===== src/rtl/tomasulo_pkg.sv =====
// Shared types and constants for the Tomasulo core.
// Tags are 3 bits wide; tag 0 means "no producer".
package tomasulo_pkg;

    localparam int TAG_W  = 3;
    localparam int DATA_W = 16;

    localparam logic [TAG_W-1:0] TAG_NONE = '0;

    typedef enum logic [2:0] {
        OP_NONE = 3'b000,
        OP_ADD  = 3'b001,
        OP_SUB  = 3'b010,
        OP_LD   = 3'b011,
        OP_ST   = 3'b100
    } op_e;

    typedef enum logic {
        S_IDLE = 1'b0,
        S_WAIT = 1'b1
    } disp_state_e;

    typedef struct packed {
        logic              valid;
        logic              dispatched;
        op_e               op;
        logic [DATA_W-1:0] vj;
        logic [DATA_W-1:0] vk;
        logic [TAG_W-1:0]  qj;
        logic [TAG_W-1:0]  qk;
    } rs_entry_t;

endpackage


===== src/rtl/reservation_station_if.sv =====
// Issue, CDB and functional-unit signals of one reservation station.
// slave is the station's view, master the environment's.
interface reservation_station_if #(
    parameter int DATA_W = tomasulo_pkg::DATA_W
) ();
    localparam int TW = tomasulo_pkg::TAG_W;

    logic              issue_valid;
    logic [2:0]        issue_op;
    logic [DATA_W-1:0] issue_vj;
    logic [DATA_W-1:0] issue_vk;
    logic [TW-1:0]     issue_qj;
    logic [TW-1:0]     issue_qk;
    logic [TW-1:0]     issue_tag;
    logic              full;

    logic              cdb_valid;
    logic [TW-1:0]     cdb_tag;
    logic [DATA_W-1:0] cdb_data;

    logic              start;
    logic [TW-1:0]     ID_out;
    logic [DATA_W-1:0] Dado1;
    logic [DATA_W-1:0] Dado2;
    logic [2:0]        op;
    logic              busy;
    logic              confirmacao;

    modport slave (
        input  issue_valid, issue_op,
        input  issue_vj, issue_vk,
        input  issue_qj, issue_qk,
        output issue_tag, full,
        input  cdb_valid, cdb_tag, cdb_data,
        output start, ID_out,
        output Dado1, Dado2, op,
        input  busy, confirmacao
    );

    modport master (
        output issue_valid, issue_op,
        output issue_vj, issue_vk,
        output issue_qj, issue_qk,
        input  issue_tag, full,
        output cdb_valid, cdb_tag, cdb_data,
        input  start, ID_out,
        input  Dado1, Dado2, op,
        output busy, confirmacao
    );

endinterface


===== src/rtl/rs_entry.sv =====
// One reservation-station entry: issue write with CDB bypass,
// CDB snoop, dispatched marker, ready flag and free.
module rs_entry
    import tomasulo_pkg::*;
(
    input  logic              clk_i,
    input  logic              rst_i,
    input  logic              we_i,
    input  logic [2:0]        op_i,
    input  logic [DATA_W-1:0] vj_i,
    input  logic [DATA_W-1:0] vk_i,
    input  logic [TAG_W-1:0]  qj_i,
    input  logic [TAG_W-1:0]  qk_i,
    input  logic              cdb_valid_i,
    input  logic [TAG_W-1:0]  cdb_tag_i,
    input  logic [DATA_W-1:0] cdb_data_i,
    input  logic              dispatch_i,
    input  logic              free_i,
    output logic              valid_o,
    output logic [2:0]        op_o,
    output logic [DATA_W-1:0] vj_o,
    output logic [DATA_W-1:0] vk_o,
    output logic              ready_o
);

    rs_entry_t entry_q, entry_d;

    logic cdb_live;
    logic iss_hit_j, iss_hit_k;
    logic snp_hit_j, snp_hit_k;

    assign cdb_live  = cdb_valid_i && (cdb_tag_i != TAG_NONE);
    assign iss_hit_j = cdb_live && (qj_i == cdb_tag_i);
    assign iss_hit_k = cdb_live && (qk_i == cdb_tag_i);
    assign snp_hit_j = cdb_live && (entry_q.qj == cdb_tag_i);
    assign snp_hit_k = cdb_live && (entry_q.qk == cdb_tag_i);

    always_comb begin
        entry_d = entry_q;
        if (free_i) begin
            entry_d = '0;
        end else if (we_i) begin
            entry_d.valid      = 1'b1;
            entry_d.dispatched = 1'b0;
            entry_d.op         = op_e'(op_i);
            entry_d.vj = iss_hit_j ? cdb_data_i : vj_i;
            entry_d.qj = iss_hit_j ? TAG_NONE : qj_i;
            entry_d.vk = iss_hit_k ? cdb_data_i : vk_i;
            entry_d.qk = iss_hit_k ? TAG_NONE : qk_i;
        end else if (entry_q.valid) begin
            if (snp_hit_j) begin
                entry_d.vj = cdb_data_i;
                entry_d.qj = TAG_NONE;
            end
            if (snp_hit_k) begin
                entry_d.vk = cdb_data_i;
                entry_d.qk = TAG_NONE;
            end
            if (dispatch_i) begin
                entry_d.dispatched = 1'b1;
            end
        end
    end

    always_ff @(posedge clk_i) begin
        if (rst_i) begin
            entry_q <= '0;
        end else begin
            entry_q <= entry_d;
        end
    end

    assign valid_o = entry_q.valid;
    assign op_o    = entry_q.op;
    assign vj_o    = entry_q.vj;
    assign vk_o    = entry_q.vk;
    assign ready_o = entry_q.valid && !entry_q.dispatched &&
                     (entry_q.qj == TAG_NONE) &&
                     (entry_q.qk == TAG_NONE);

endmodule


===== src/rtl/reservation_station.sv =====
// Reservation-station bank: free/ready priority encoders and the
// start/confirmacao dispatch FSM in front of the functional unit.
module reservation_station
    import tomasulo_pkg::*;
#(
    parameter int NUM_ENTRIES = 3,
    parameter int BASE_TAG    = 1,
    parameter int DATA_W      = tomasulo_pkg::DATA_W
) (
    input logic                 CLK,
    input logic                 CLR,
    reservation_station_if.slave rs
);

    localparam int IDX_W = (NUM_ENTRIES > 1) ? $clog2(NUM_ENTRIES) : 1;

    logic [NUM_ENTRIES-1:0] valid, ready, we, dispatch, free;
    logic [2:0]             e_op [NUM_ENTRIES];
    logic [DATA_W-1:0]      e_vj [NUM_ENTRIES];
    logic [DATA_W-1:0]      e_vk [NUM_ENTRIES];

    logic             free_found, ready_found;
    logic [IDX_W-1:0] free_idx, ready_idx;

    disp_state_e       state_q, state_d;
    logic              seen_low_q, seen_low_d;
    logic [IDX_W-1:0]  disp_idx_q, disp_idx_d;
    logic              start_q, start_d;
    logic [TAG_W-1:0]  id_q, id_d;
    logic [DATA_W-1:0] d1_q, d1_d;
    logic [DATA_W-1:0] d2_q, d2_d;
    logic [2:0]        op_q, op_d;

    logic go, done;

    for (genvar g = 0; g < NUM_ENTRIES; g++) begin : g_ent
        rs_entry u_ent (
            .clk_i       (CLK),
            .rst_i       (CLR),
            .we_i        (we[g]),
            .op_i        (rs.issue_op),
            .vj_i        (rs.issue_vj),
            .vk_i        (rs.issue_vk),
            .qj_i        (rs.issue_qj),
            .qk_i        (rs.issue_qk),
            .cdb_valid_i (rs.cdb_valid),
            .cdb_tag_i   (rs.cdb_tag),
            .cdb_data_i  (rs.cdb_data),
            .dispatch_i  (dispatch[g]),
            .free_i      (free[g]),
            .valid_o     (valid[g]),
            .op_o        (e_op[g]),
            .vj_o        (e_vj[g]),
            .vk_o        (e_vk[g]),
            .ready_o     (ready[g])
        );
        assign we[g] = rs.issue_valid && free_found &&
                       (free_idx == IDX_W'(g));
    end

    // Both encoders see registered state only, so a slot freed this
    // cycle becomes issuable on the next one.
    always_comb begin
        free_found  = 1'b0;
        free_idx    = '0;
        ready_found = 1'b0;
        ready_idx   = '0;
        for (int i = NUM_ENTRIES - 1; i >= 0; i--) begin
            if (!valid[i]) begin
                free_found = 1'b1;
                free_idx   = IDX_W'(i);
            end
            if (ready[i]) begin
                ready_found = 1'b1;
                ready_idx   = IDX_W'(i);
            end
        end
    end

    assign rs.full      = !free_found;
    assign rs.issue_tag = free_found ?
                          TAG_W'(BASE_TAG) + TAG_W'(free_idx) :
                          TAG_NONE;

    assign go   = (state_q == S_IDLE) && ready_found && !rs.busy;
    assign done = (state_q == S_WAIT) && rs.confirmacao && seen_low_q;

    always_ff @(posedge CLK) begin
        if (CLR) begin
            state_q    <= S_IDLE;
            seen_low_q <= 1'b0;
            disp_idx_q <= '0;
            start_q    <= 1'b0;
            id_q       <= '0;
            d1_q       <= '0;
            d2_q       <= '0;
            op_q       <= '0;
        end else begin
            state_q    <= state_d;
            seen_low_q <= seen_low_d;
            disp_idx_q <= disp_idx_d;
            start_q    <= start_d;
            id_q       <= id_d;
            d1_q       <= d1_d;
            d2_q       <= d2_d;
            op_q       <= op_d;
        end
    end

    always_comb begin
        state_d = state_q;
        unique case (state_q)
            S_IDLE: if (go) state_d = S_WAIT;
            S_WAIT: if (done) state_d = S_IDLE;
            default: state_d = S_IDLE;
        endcase
    end

    // A confirmacao still high from the previous op only counts
    // after it has been seen low at least once in WAIT.
    always_comb begin
        start_d    = 1'b0;
        seen_low_d = seen_low_q;
        disp_idx_d = disp_idx_q;
        id_d       = id_q;
        d1_d       = d1_q;
        d2_d       = d2_q;
        op_d       = op_q;
        dispatch   = '0;
        free       = '0;
        if (go) begin
            start_d    = 1'b1;
            seen_low_d = 1'b0;
            disp_idx_d = ready_idx;
            id_d       = TAG_W'(BASE_TAG) + TAG_W'(ready_idx);
            d1_d       = e_vj[ready_idx];
            d2_d       = e_vk[ready_idx];
            op_d       = e_op[ready_idx];
            dispatch[ready_idx] = 1'b1;
        end
        if (state_q == S_WAIT) begin
            if (!rs.confirmacao) seen_low_d = 1'b1;
            if (done) free[disp_idx_q] = 1'b1;
        end
    end

    assign rs.start  = start_q;
    assign rs.ID_out = id_q;
    assign rs.Dado1  = d1_q;
    assign rs.Dado2  = d2_q;
    assign rs.op     = op_q;

endmodule


===== src/flat_wrapper.sv =====
// flat-port wrapper written by rule: the top's interface ports become plain ports
module reservation_station_flat import tomasulo_pkg::*;
#(
    parameter int NUM_ENTRIES = 3,
    parameter int BASE_TAG    = 1,
    parameter int DATA_W      = tomasulo_pkg::DATA_W
)
  (CLK, CLR, rs_issue_valid, rs_issue_op, rs_issue_vj, rs_issue_vk, rs_issue_qj, rs_issue_qk, rs_issue_tag, rs_full, rs_cdb_valid, rs_cdb_tag, rs_cdb_data, rs_start, rs_ID_out, rs_Dado1, rs_Dado2, rs_op, rs_busy, rs_confirmacao);
  reservation_station_if #(.DATA_W(DATA_W)) rs_i ();
  input logic CLK;
  input logic CLR;
  input wire logic [$bits(rs_i.issue_valid)-1:0] rs_issue_valid;
  input wire logic [$bits(rs_i.issue_op)-1:0] rs_issue_op;
  input wire logic [$bits(rs_i.issue_vj)-1:0] rs_issue_vj;
  input wire logic [$bits(rs_i.issue_vk)-1:0] rs_issue_vk;
  input wire logic [$bits(rs_i.issue_qj)-1:0] rs_issue_qj;
  input wire logic [$bits(rs_i.issue_qk)-1:0] rs_issue_qk;
  output wire logic [$bits(rs_i.issue_tag)-1:0] rs_issue_tag;
  output wire logic [$bits(rs_i.full)-1:0] rs_full;
  input wire logic [$bits(rs_i.cdb_valid)-1:0] rs_cdb_valid;
  input wire logic [$bits(rs_i.cdb_tag)-1:0] rs_cdb_tag;
  input wire logic [$bits(rs_i.cdb_data)-1:0] rs_cdb_data;
  output wire logic [$bits(rs_i.start)-1:0] rs_start;
  output wire logic [$bits(rs_i.ID_out)-1:0] rs_ID_out;
  output wire logic [$bits(rs_i.Dado1)-1:0] rs_Dado1;
  output wire logic [$bits(rs_i.Dado2)-1:0] rs_Dado2;
  output wire logic [$bits(rs_i.op)-1:0] rs_op;
  input wire logic [$bits(rs_i.busy)-1:0] rs_busy;
  input wire logic [$bits(rs_i.confirmacao)-1:0] rs_confirmacao;
  assign rs_i.issue_valid = rs_issue_valid;
  assign rs_i.issue_op = rs_issue_op;
  assign rs_i.issue_vj = rs_issue_vj;
  assign rs_i.issue_vk = rs_issue_vk;
  assign rs_i.issue_qj = rs_issue_qj;
  assign rs_i.issue_qk = rs_issue_qk;
  assign rs_issue_tag = rs_i.issue_tag;
  assign rs_full = rs_i.full;
  assign rs_i.cdb_valid = rs_cdb_valid;
  assign rs_i.cdb_tag = rs_cdb_tag;
  assign rs_i.cdb_data = rs_cdb_data;
  assign rs_start = rs_i.start;
  assign rs_ID_out = rs_i.ID_out;
  assign rs_Dado1 = rs_i.Dado1;
  assign rs_Dado2 = rs_i.Dado2;
  assign rs_op = rs_i.op;
  assign rs_i.busy = rs_busy;
  assign rs_i.confirmacao = rs_confirmacao;
  reservation_station #(.NUM_ENTRIES(NUM_ENTRIES), .BASE_TAG(BASE_TAG), .DATA_W(DATA_W)) u_core (.CLK(CLK), .CLR(CLR), .rs(rs_i));
endmodule

===== config.mk =====
export PLATFORM = sky130hd
export DESIGN_NAME = reservation_station_flat
export DESIGN_NICKNAME = d
export VERILOG_FILES = /design/src/rtl/tomasulo_pkg.sv /design/src/rtl/reservation_station_if.sv /design/src/rtl/rs_entry.sv /design/src/rtl/reservation_station.sv /design/src/flat_wrapper.sv
export SDC_FILE = /design/constraint.sdc
export NUM_CORES = 1
export LEC_CHECK = 0
export ABC_AREA = 1
export CAP_MARGIN = 20
export CORE_ASPECT_RATIO = 1.75
export CORE_MARGIN = 3
export CORE_UTILIZATION = 30
export CTS_CLUSTER_SIZE = 24
export DETAILED_ROUTE_END_ITERATION = 7
export PLACE_DENSITY = 0.49
export SLEW_MARGIN = 0
export SYNTH_ARGS = -nofsm -noshare
export SYNTH_HDL_FRONTEND = slang
export SYNTH_SLANG_ARGS = --single-unit

===== constraint.sdc =====
create_clock -name CLK -period 2.2 [get_ports CLK]
set_input_delay 0.66 -clock CLK [delete_from_list [all_inputs] [get_ports CLK]]
set_output_delay 0.66 -clock CLK [all_outputs]
set_load 0.02 [all_outputs]

==> flow_summary.json, run 1 <==
{
  "skew_ns": 0.01145,
  "grt_use_met1_pct": 28.01,
  "max_freq_ghz": 0.4725,
  "syn_area_um2": 10550,
  "synth_edf_count": 0,
  "cts-root-buf": "clkbuf_16",
  "wire_per_inst_um": 19.00,
  "synth_warnings": 0,
  "initial_core_util_pct": 30.51,
  "synthCells": 1748,
  "p_leak_nw": 6.470,
  "holdWs_ns": 0.4470,
  "rows": 90,
  "grt_start_max_net_pins": 54,
  "final_area_um2": 13830,
  "cp_num_cells": 1,
  "rsz0062_at_grt": "true",
  "finalMaxSlewViolations": 0,
  "crit_chain": "clkdlybuf4s50_1",
  "crit_arrival_ns": 1.46,
  "end_kind": "primary output",
  "min_path_cells": 2,
  "irDropWorstVdd_uv": 590.9,
  "drt-initial-drc-count": 854,
  "start_kind": "flop",
  "ios": 109,
  "use_met3_pct": 2.855,
  "die_area_um2": 37530,
  "grtUsageTotal_pct": 23.98,
  "drc_errors": 0,
  "finalWirelength_um": 45270,
  "synthArstFlopShare_pct": 0,
  "cts_tree": "done",
  "htreeDepth": 4,
  "antenna_found_initial": 1,
  "synth_nets": 1814,
  "yosysUniqueCellTypes": 36,
  "clockBufferDepth": 2,
  "clock-sinks": 172,
  "required_ns": 1.54,
  "io_buffers": 107,
  "place_hpwl_um": 34120,
  "tightestPinTransition_ns": 0.5754,
  "status": "finished clean",
  "slew_headroom_pct": 61.45,
  "clk_latency_ns": 0.45,
  "hold_buffers": 0,
  "globalplace.congestion": 1.012,
  "layout.nets": 1976,
  "chipHeight_um": 254.0,
  "crit_buf_inv": 1,
  "crit_slowest_cell": "clkdlybuf4s50_1",
  "drtAntennaViolNets": 0,
  "critical_path.top_delay_family": "buffers and inverters",
  "drive_gt1_share_pct": 12.08,
  "cts_buffers": 17,
  "total_power_mw": 8.754,
  "seqCellArea_um2": 3446,
  "grt_pass1_vias": 11150,
  "path_clk_slew_ns": 0.07,
  "die_x_um": 147.7,
  "hold_path.class": "reg2reg",
  "critPathMaxStageDelay_ns": 0.64,
  "synth.avg_cell_area_um2": 6.034,
  "setup_violations": 0,
  "area_growth_pct": 31.16,
  "layout_common_cells": "441 x nand2_1, 268 x nand3_1, 257 x nor2_1, 225 x inv_1, 170 x dfxtp_1",
  "worstSetupPathType": "reg2out",
  "grt_overflow": 0,
  "postPlaceCellArea_um2": 13210,
  "pwr_density_cell_nw_per_um2": 632.8,
  "post-route-period-util_pct": 96.19,
  "grt_util_met2_pct": 42.83,
  "yosys_register_bits": 172,
  "n_fill_cell": 3752,
  "synthFlopType": "dfxtp_1",
  "rr_worst_depth": 11,
  "drt_pass1_iterations": 5,
  "grt_pass1_wl_um": 67700,
  "cp_max_fo": 2,
  "core_um2": 34570,
  "vias_per_cell": 4.916,
  "cap_violations": 0,
  "final_common_cell": "nand2_1",
  "multi_input_area_um2": 5622,
  "vias": 11710,
  "grt_busiest_layer": "met2",
  "period_minus_slack_ns": 2.116,
  "ys_seq_area_share_pct": 32.65,
  "finalHoldViolCount": 0
}
==> worst paths after layout <==
kind | end | slack (ns) | from
max reg2reg | u_core.rs.Dado1[15] | 0.25 | u_core.g_ent[2].u_ent.valid_o
max | rs_Dado1[4] | 0.08 | u_core.rs.Dado1[4]
min | u_core.rs.ID_out[2] | 0.45 | u_core.rs.ID_out[2]
min reg2reg | u_core.rs.ID_out[2] | 0.45 | u_core.rs.ID_out[2]
==> where the power goes <==
part | internal (mW) | switching [mW] | total (mW)
combinational | 0.814 | 1.24 | 2.05
clock | 1.92 | 1.38 | 3.30
sequential | 3.29 | 0.109 | 3.40
total | 6.03 | 2.73 | 8.75
==> repair_timing <==
item / CTS / global route
gates cloned: 0 / 0
pin swaps: 0 / 0
endpoints found under the hold margin: 0 / 0
setup endpoints to repair: 3 / 37
setup buffers: 0 / 0
gates resized for setup: 7 / 4
==> cell families after synthesis <==
logic type             count (synthesis)  share of synthesized area, %
flip-flops                           172                         32.65
XOR/XNOR                               5                        0.6999
AND/OR/NAND/NOR                     1090                         45.98
buffers and inverters                353                         14.38
other                                  1                       0.03555
AO/OA/AOI/OAI                        127                         6.264
==> cell type report <==
| type | instances | area share, % |
|---|---|---|
| flip-flops and latches | 172 | 24.91 |
| repair buffers | 255 | 19.30 |
| well taps | 460 | 4.160 |
| clock buffers | 20 | 3.229 |
| clock inverters | 10 | 1.194 |
| inverters | 241 | 6.557 |
| diodes | 1 | 0.01809 |
| multi-input cells | 1223 | 40.63 |
==> per-layer routing <==
metal / wire length, µm / vias to the layer above
met5: 0 / -
met3: 2113 / 88
met1: 17980 / 5388
met4: 2297 / 0
li1: - / 5837
met2: 22880 / 396
==> synthesized netlist by cell type (2+ instances only) <==
| cell | n | area [µm²] |
|---|---|---|
| nand3_4 | 6 | 105.1 |
| clkbuf_1 | 40 | 150.1 |
| buf_1 | 10 | 37.54 |
| xnor2_2 | 4 | 65.06 |
| nor2_1 | 258 | 968.4 |
| nand4_2 | 2 | 25.02 |
| o21ai_0 | 7 | 35.03 |
| nor2_2 | 8 | 50.05 |
| a21oi_1 | 114 | 570.6 |
| nand2_2 | 14 | 87.58 |
| nor2_4 | 2 | 22.52 |
| nand2_1 | 442 | 1659 |
| clkinv_1 | 10 | 37.54 |
| buf_2 | 37 | 185.2 |
| buf_6 | 13 | 146.4 |
| nor3_1 | 2 | 10.01 |
| dfxtp_1 | 172 | 3443 |
| nand3_1 | 270 | 1351 |
| buf_4 | 12 | 90.09 |
| inv_2 | 4 | 15.01 |
| nand4_1 | 81 | 506.7 |
| inv_1 | 226 | 848.3 |
==> flip-flops by register name (all words and copies together) (netlist names), 2 cells and up <==
register / cells
u_core.disp_idx_q: 2
u_core.g_ent.u_ent.vk_o: 48
u_core.rs.ID_out: 3
u_core.g_ent.u_ent.vj_o: 48
u_core.g_ent.u_ent.entry_q: 21
u_core.g_ent.u_ent.valid_o: 3
u_core.g_ent.u_ent.op_o: 9
u_core.rs.op: 3
u_core.rs.Dado1: 16
u_core.rs.Dado2: 16
==> through the flow <==
stage	setup WS (ns)	util (%)	instances	setup TNS, ns
floorplan	0.2548	-	1748	0
global placement	-0.3419	38.22	2351	-31.47
detailed placement	-0.3522	38.22	2351	-32.63
CTS	0.02847	39.99	2381	0
global route	-0.006517	40.02	2382	-0.006517
finish	0.08374	40.02	2382	0
No activity file was read; power rests on OpenSTA's default activity.
==> run 2: changes to the inputs <==
--- a/config.mk
+++ b/config.mk
@@ -9,10 +9,10 @@
 export CAP_MARGIN = 20
 export CORE_ASPECT_RATIO = 1.75
 export CORE_MARGIN = 3
-export CORE_UTILIZATION = 30
+export CORE_UTILIZATION = 35
 export CTS_CLUSTER_SIZE = 24
 export DETAILED_ROUTE_END_ITERATION = 7
-export PLACE_DENSITY = 0.49
+export PLACE_DENSITY = 0.55
 export SLEW_MARGIN = 0
 export SYNTH_ARGS = -nofsm -noshare
 export SYNTH_HDL_FRONTEND = slang
==> run 2 against run 1 <==
Worst hold slack lost 0.0053 ns. Wire length decreased by 2.0%. Clock-buffer cell count grew 2. Via count increased by 1.2%.
==> flow_summary.json, run 2 (synthesis gave the netlist of run 1 again) <==
{
  "cts-root-buf": "clkbuf_16",
  "finalHoldViolCount": 0,
  "ios": 109,
  "die_x_um": 137.2,
  "clockBufferDepth": 2,
  "min_to": "u_core.rs.ID_out[2]",
  "clk_latency_ns": 0.46,
  "grt_start_max_net_pins": 52,
  "n_fill_cell": 3168,
  "power_switching_mw": 2.760,
  "crit_chain": "clkdlybuf4s50_1",
  "io_buffers": 107,
  "clock-sinks": 172,
  "worstReg2RegStart": "u_core.g_ent[0].u_ent.entry_q[2]",
  "rr_worst_depth": 8,
  "drc_errors": 0,
  "drt-initial-drc-count": 923,
  "rsz0062_at_grt": "true",
  "finalWirelength_um": 44350,
  "grt_pass1_wl_um": 66800,
  "crit_slowest_cell": "clkdlybuf4s50_1",
  "postPlaceCellArea_um2": 13080,
  "crit_arrival_ns": 1.46,
  "place_hpwl_um": 32210,
  "final_area_um2": 13690,
  "skew_ns": 0.009038,
  "drtAntennaViolNets": 0,
  "vias_per_cell": 5.156,
  "post-route-period-util_pct": 96.38,
  "setup_violations": 0,
  "highest_layer": "met4",
  "cts_tree": "done",
  "rows": 83,
  "swShare_pct": 31.96,
  "cap_violations": 0,
  "end_kind": "primary output",
  "hold_path.class": "reg2reg",
  "wl_met2_um": 20990,
  "critical_path.top_delay_family": "buffers and inverters",
  "globalplace.congestion": 0.9382,
  "htreeDepth": 4,
  "antenna_cells": 0,
  "cp_max_fo": 2,
  "wl_met1_um": 17650,
  "crit_buf_inv": 1,
  "wire_per_inst_um": 19.30,
  "max_freq_ghz": 0.4716,
  "combPwrFrac_pct": 24.0,
  "finalMaxSlewViolations": 0,
  "grtUsageTotal_pct": 27.51,
  "worstReg2RegEnd": "u_core.rs.Dado2[0]",
  "initial_core_util_pct": 35.76,
  "pwr_density_cell_nw_per_um2": 630.7,
  "vias": 11850,
  "core_um2": 29490,
  "grt_pass1_vias": 11450,
  "irDropWorstVdd_uv": 582.6,
  "slew_headroom_pct": 65.62,
  "tightestPinTransition_ns": 0.5157,
  "worstSetupPathType": "reg2out",
  "required_ns": 1.54,
  "grt_overflow": 0,
  "area_growth_pct": 29.82,
  "layout.nets": 1969,
  "layout_common_cells": "441 x nand2_1, 268 x nand3_1, 257 x nor2_1, 225 x inv_1, 172 x dfxtp_1",
  "internal_power_mw": 5.875,
  "min_from": "u_core.rs.ID_out[2]",
  "cts_buffers": 17,
  "r2r_slack_ns": 0.12,
  "period_minus_slack_ns": 2.120,
  "drive_gt1_share_pct": 11.74,
  "total_power_mw": 8.636,
  "status": "finished clean",
  "power_frac_seq_pct": 39.4,
  "final_common_cell": "nand2_1",
  "start_kind": "flop",
  "chipHeight_um": 235.6,
  "path_clk_slew_ns": 0.07,
  "clockPowerShare_pct": 36.7,
  "met3_wirelength_um": 2431,
  "min_path_cells": 2,
  "critPathMaxStageDelay_ns": 0.63,
  "antenna_found_initial": 0,
  "die_area_um2": 32340,
  "p_leak_nw": 6.427,
  "drt_pass1_iterations": 5
}
[run 2: area by class of cell]
| type | count | area, µm² | share of cell area [%] |
|---|---|---|---|
| Tap cell | 382 | 478.0 | 3.491 |
| Clock inverter | 10 | 113.9 | 0.8315 |
| Multi-Input combinational cell | 1223 | 5633 | 41.14 |
| Sequential cell | 172 | 3443 | 25.15 |
| Clock buffer | 22 | 474.2 | 3.463 |
| Inverter | 241 | 907.1 | 6.625 |
| Timing Repair Buffer | 248 | 2644 | 19.31 |
[run 2: worst max-delay path by stage]
stage / from / end / slack [ns] / cells past startpoint
global placement: rs_cdb_tag[1] / u_core.g_ent[0].u_ent.vk_o[3] / -0.52 / 11
finish: u_core.rs.Dado1[1] / rs_Dado1[1] / 0.08 / 1
global route: rs_cdb_tag[0] / u_core.g_ent[0].u_ent.vj_o[12] / -0.004 / 12
detailed placement: rs_cdb_tag[1] / u_core.g_ent[0].u_ent.vk_o[3] / -0.51 / 11
floorplan: rs_cdb_tag[0] / u_core.g_ent[0].u_ent.vk_o[10] / 0.25 / 8
CTS: u_core.g_ent[1].u_ent.valid_o / u_core.rs.Dado2[4] / 0.007 / 10
[run 2: repair_timing]
action                                  CTS  global route
hold buffers                              0             0
hold endpoints to repair                  0             0
pin swaps                                 1             0
buffers inserted                          0             1
endpoints found under the setup margin    4            37
resized for setup                         7             4
[run 2: tightest hold or removal path: stages, from the launching register on]
cell     delay (ns)
dfxtp_1        0.31
nand2_1        0.06
nor2_1         0.04
[run 2: power groups by stage]
stage	Clock (mW)	Sequential [mW]	Combinational, mW
detailed placement	0	3.47	2.04
finish	3.17	3.40	2.07
global route	3.31	3.42	2.24
CTS	3.20	3.40	2.04
floorplan	0	3.53	1.01
global placement	0	3.47	2.03
[run 2: metal layers]
metal	track usage, %	up-vias
met2	44.56	456
met5	0	-
met4	18.43	0
met1	33.13	5428
met3	4.106	146
li1	-	5819
[run 2: per-stage QoR]
stage | cells | worst slack [ns] | utilization [%] | hold slack (ns) | TNS (ns)
after global placement | 2265 | -0.5208 | 44.35 | 0.4368 | -35.59
after detailed placement | 2265 | -0.5141 | 44.35 | 0.4341 | -37.15
after floorplan | 1748 | 0.2548 | - | 0.4253 | 0
after global routing | 2298 | -0.004471 | 46.43 | 0.4783 | -0.004471
after CTS | 2297 | 0.007486 | 46.33 | 0.4449 | 0
final | 2298 | 0.07972 | 46.43 | 0.4417 | 0
==> run 3: changes to the inputs <==
--- a/config.mk
+++ b/config.mk
@@ -13,7 +13,7 @@
 export CTS_CLUSTER_SIZE = 24
 export DETAILED_ROUTE_END_ITERATION = 7
 export PLACE_DENSITY = 0.55
-export SLEW_MARGIN = 0
+export SLEW_MARGIN = 40
 export SYNTH_ARGS = -nofsm -noshare
 export SYNTH_HDL_FRONTEND = slang
 export SYNTH_SLANG_ARGS = --single-unit
==> constraint.sdc (replaced) <==
create_clock -name CLK -period 2.26 [get_ports CLK]
set_input_delay 0.678 -clock CLK [delete_from_list [all_inputs] [get_ports CLK]]
set_output_delay 0.678 -clock CLK [all_outputs]
set_load 0.02 [all_outputs]
==> run 3 against run 2 <==
Combinational power down 6%. Non-clock buffer count down 15. Cell area down 1.1%. Worst hold slack better by 0.00079 ns. Sequential power down 2%. Wire length down 1.3%. Clock skew up 0.0054 ns. Global-route usage down 0.46 points. Cell count down 0.65%.
==> flow_summary.json, run 3 (synthesis gave the netlist of run 1 again) <==
{
  "pwr_density_cell_nw_per_um2": 631.6,
  "min_from": "u_core.rs.ID_out[2]",
  "layout_common_cells": "441 x nand2_1, 268 x nand3_1, 257 x nor2_1, 226 x inv_1, 171 x dfxtp_1",
  "worstReg2RegStart": "u_core.g_ent[1].u_ent.valid_o",
  "final_cells": 2283,
  "min_path_cells": 2,
  "grt_pass1_vias": 11140,
  "antenna_cells": 0,
  "cp_num_cells": 1,
  "chipHeight_um": 235.6,
  "grt_overflow": 0,
  "htreeDepth": 4,
  "rr_worst_depth": 9,
  "status": "finished clean",
  "cts_buffers": 17,
  "worstReg2RegEnd": "u_core.rs.Dado1[8]",
  "skew_ns": 0.01441,
  "initial_core_util_pct": 35.76,
  "max_freq_ghz": 0.4670,
  "cts_tree": "done",
  "drtAntennaViolNets": 0,
  "io_buffers": 107,
  "cts-root-buf": "clkbuf_16",
  "die_x_um": 137.2,
  "core_um2": 29490,
  "cap_violations": 0,
  "required_ns": 1.58,
  "min_to": "u_core.rs.ID_out[2]",
  "r2r_slack_ns": 0.25,
  "grtUsageTotal_pct": 27.06,
  "finalMaxSlewViolations": 0,
  "drt_pass1_iterations": 7,
  "layout.nets": 1954,
  "wire_per_inst_um": 19.18,
  "grt_pass1_wl_um": 65990,
  "post-route-period-util_pct": 94.75,
  "drt-initial-drc-count": 1169,
  "drc_errors": 0,
  "finalHoldViolCount": 0,
  "antenna_found_initial": 0,
  "grt_start_max_net_pins": 52,
  "critical_path.top_delay_family": "buffers and inverters",
  "clk_latency_ns": 0.46,
  "drive_gt1_share_pct": 11.15,
  "final_common_cell": "nand2_1",
  "hold_path.class": "reg2reg",
  "tightestPinTransition_ns": 0.5190,
  "final_area_um2": 13540,
  "place_hpwl_um": 31750,
  "finalWirelength_um": 43800,
  "postPlaceCellArea_um2": 12900,
  "ios": 109,
  "crit_slowest_cell": "clkdlybuf4s50_1",
  "hold_buffers": 0,
  "path_clk_slew_ns": 0.07,
  "period_minus_slack_ns": 2.141,
  "critPathMaxStageDelay_ns": 0.63,
  "rows": 83,
  "start_kind": "flop",
  "fin_util_pct": 45.92,
  "worstSetupPathType": "reg2out",
  "clockBufferDepth": 2,
  "vias_per_cell": 5.163,
  "dp.cells": 2251,
  "globalplace.congestion": 1.021,
  "irDropWorstVdd_uv": 607.9,
  "total_power_mw": 8.554,
  "slew_headroom_pct": 65.40,
  "die_area_um2": 32340,
  "crit_arrival_ns": 1.46,
  "clock-sinks": 172,
  "crit_buf_inv": 1,
  "rsz0062_at_grt": "false",
  "area_growth_pct": 28.40,
  "end_kind": "primary output",
  "vias": 11790,
  "setup_violations": 0,
  "cp_max_fo": 2,
  "crit_chain": "clkdlybuf4s50_1",
  "p_leak_nw": 6.376
}
==> run 3: cell types whose count changed in the layout (fill, tap and decap cells not counted), sizes merged <==
| cell | delta |
|---|---|
| clkdlybuf4s50 | -2 |
| buf | -15 |
| clkbuf | -2 |
| clkinvlp | +1 |
| dlymetal6s2s | +3 |
| inv | +1 |
| bufinv | +2 |
| clkinv | -1 |
| clkdlybuf4s15 | -1 |
| dlygate4sd2 | -1 |
==> run 3: what timing repair did <==
item	in CTS	in global routing
gates resized for setup	3	7
setup endpoints to repair	3	37
pin swaps	0	1
buffers inserted	0	0
==> run 3: worst max path at each step <==
stage | start | to | slack [ns]
floorplan | rs_cdb_tag[0] | u_core.g_ent[0].u_ent.vk_o[10] | 0.30
global placement | rs_cdb_tag[1] | u_core.g_ent[0].u_ent.vj_o[2] | -0.46
detailed placement | rs_cdb_tag[1] | u_core.g_ent[0].u_ent.vj_o[15] | -0.45
CTS | rs_cdb_tag[1] | u_core.g_ent[0].u_ent.vj_o[15] | 0.02
global route | u_core.g_ent[1].u_ent.valid_o | u_core.rs.Dado1[2] | 0.04
finish | u_core.rs.Dado1[3] | rs_Dado1[3] | 0.12
==> run 3: where the power goes <==
group | switching (mW) | total, mW | internal (mW)
Sequential | 0.111 | 3.32 | 3.21
Clock | 1.37 | 3.29 | 1.91
Combinational | 1.19 | 1.95 | 0.758
Total | 2.68 | 8.55 | 5.88
==> run 3: cell type report <==
type / count / area, µm²
Sequential cell: 172 / 3445
Inverter: 241 / 907.1
Clock inverter: 13 / 188.9
Clock buffer: 19 / 452.9
Multi-Input combinational cell: 1223 / 5617
Tap cell: 382 / 478.0
Fill cell: 3230 / 15950
Timing Repair Buffer: 233 / 2455
==> run 3: metal layers <==
layer / global-route usage [%] / part of all wire (%)
met1: 33.77 / 40
met2: 43.72 / 48
met3: 4.192 / 6.6
met4: 15.38 / 6.0
met5: 0 / 0
==> run 3: metrics by stage <==
step	setup WS, ns	setup TNS [ns]	hold WS, ns
floorplan	0.2968	0	0.4253
global placement	-0.4618	-39.84	0.4342
detailed placement	-0.4532	-41.68	0.4345
CTS	0.02304	0	0.4454
global route	0.04257	0	0.4731
finish	0.1187	0	0.4425
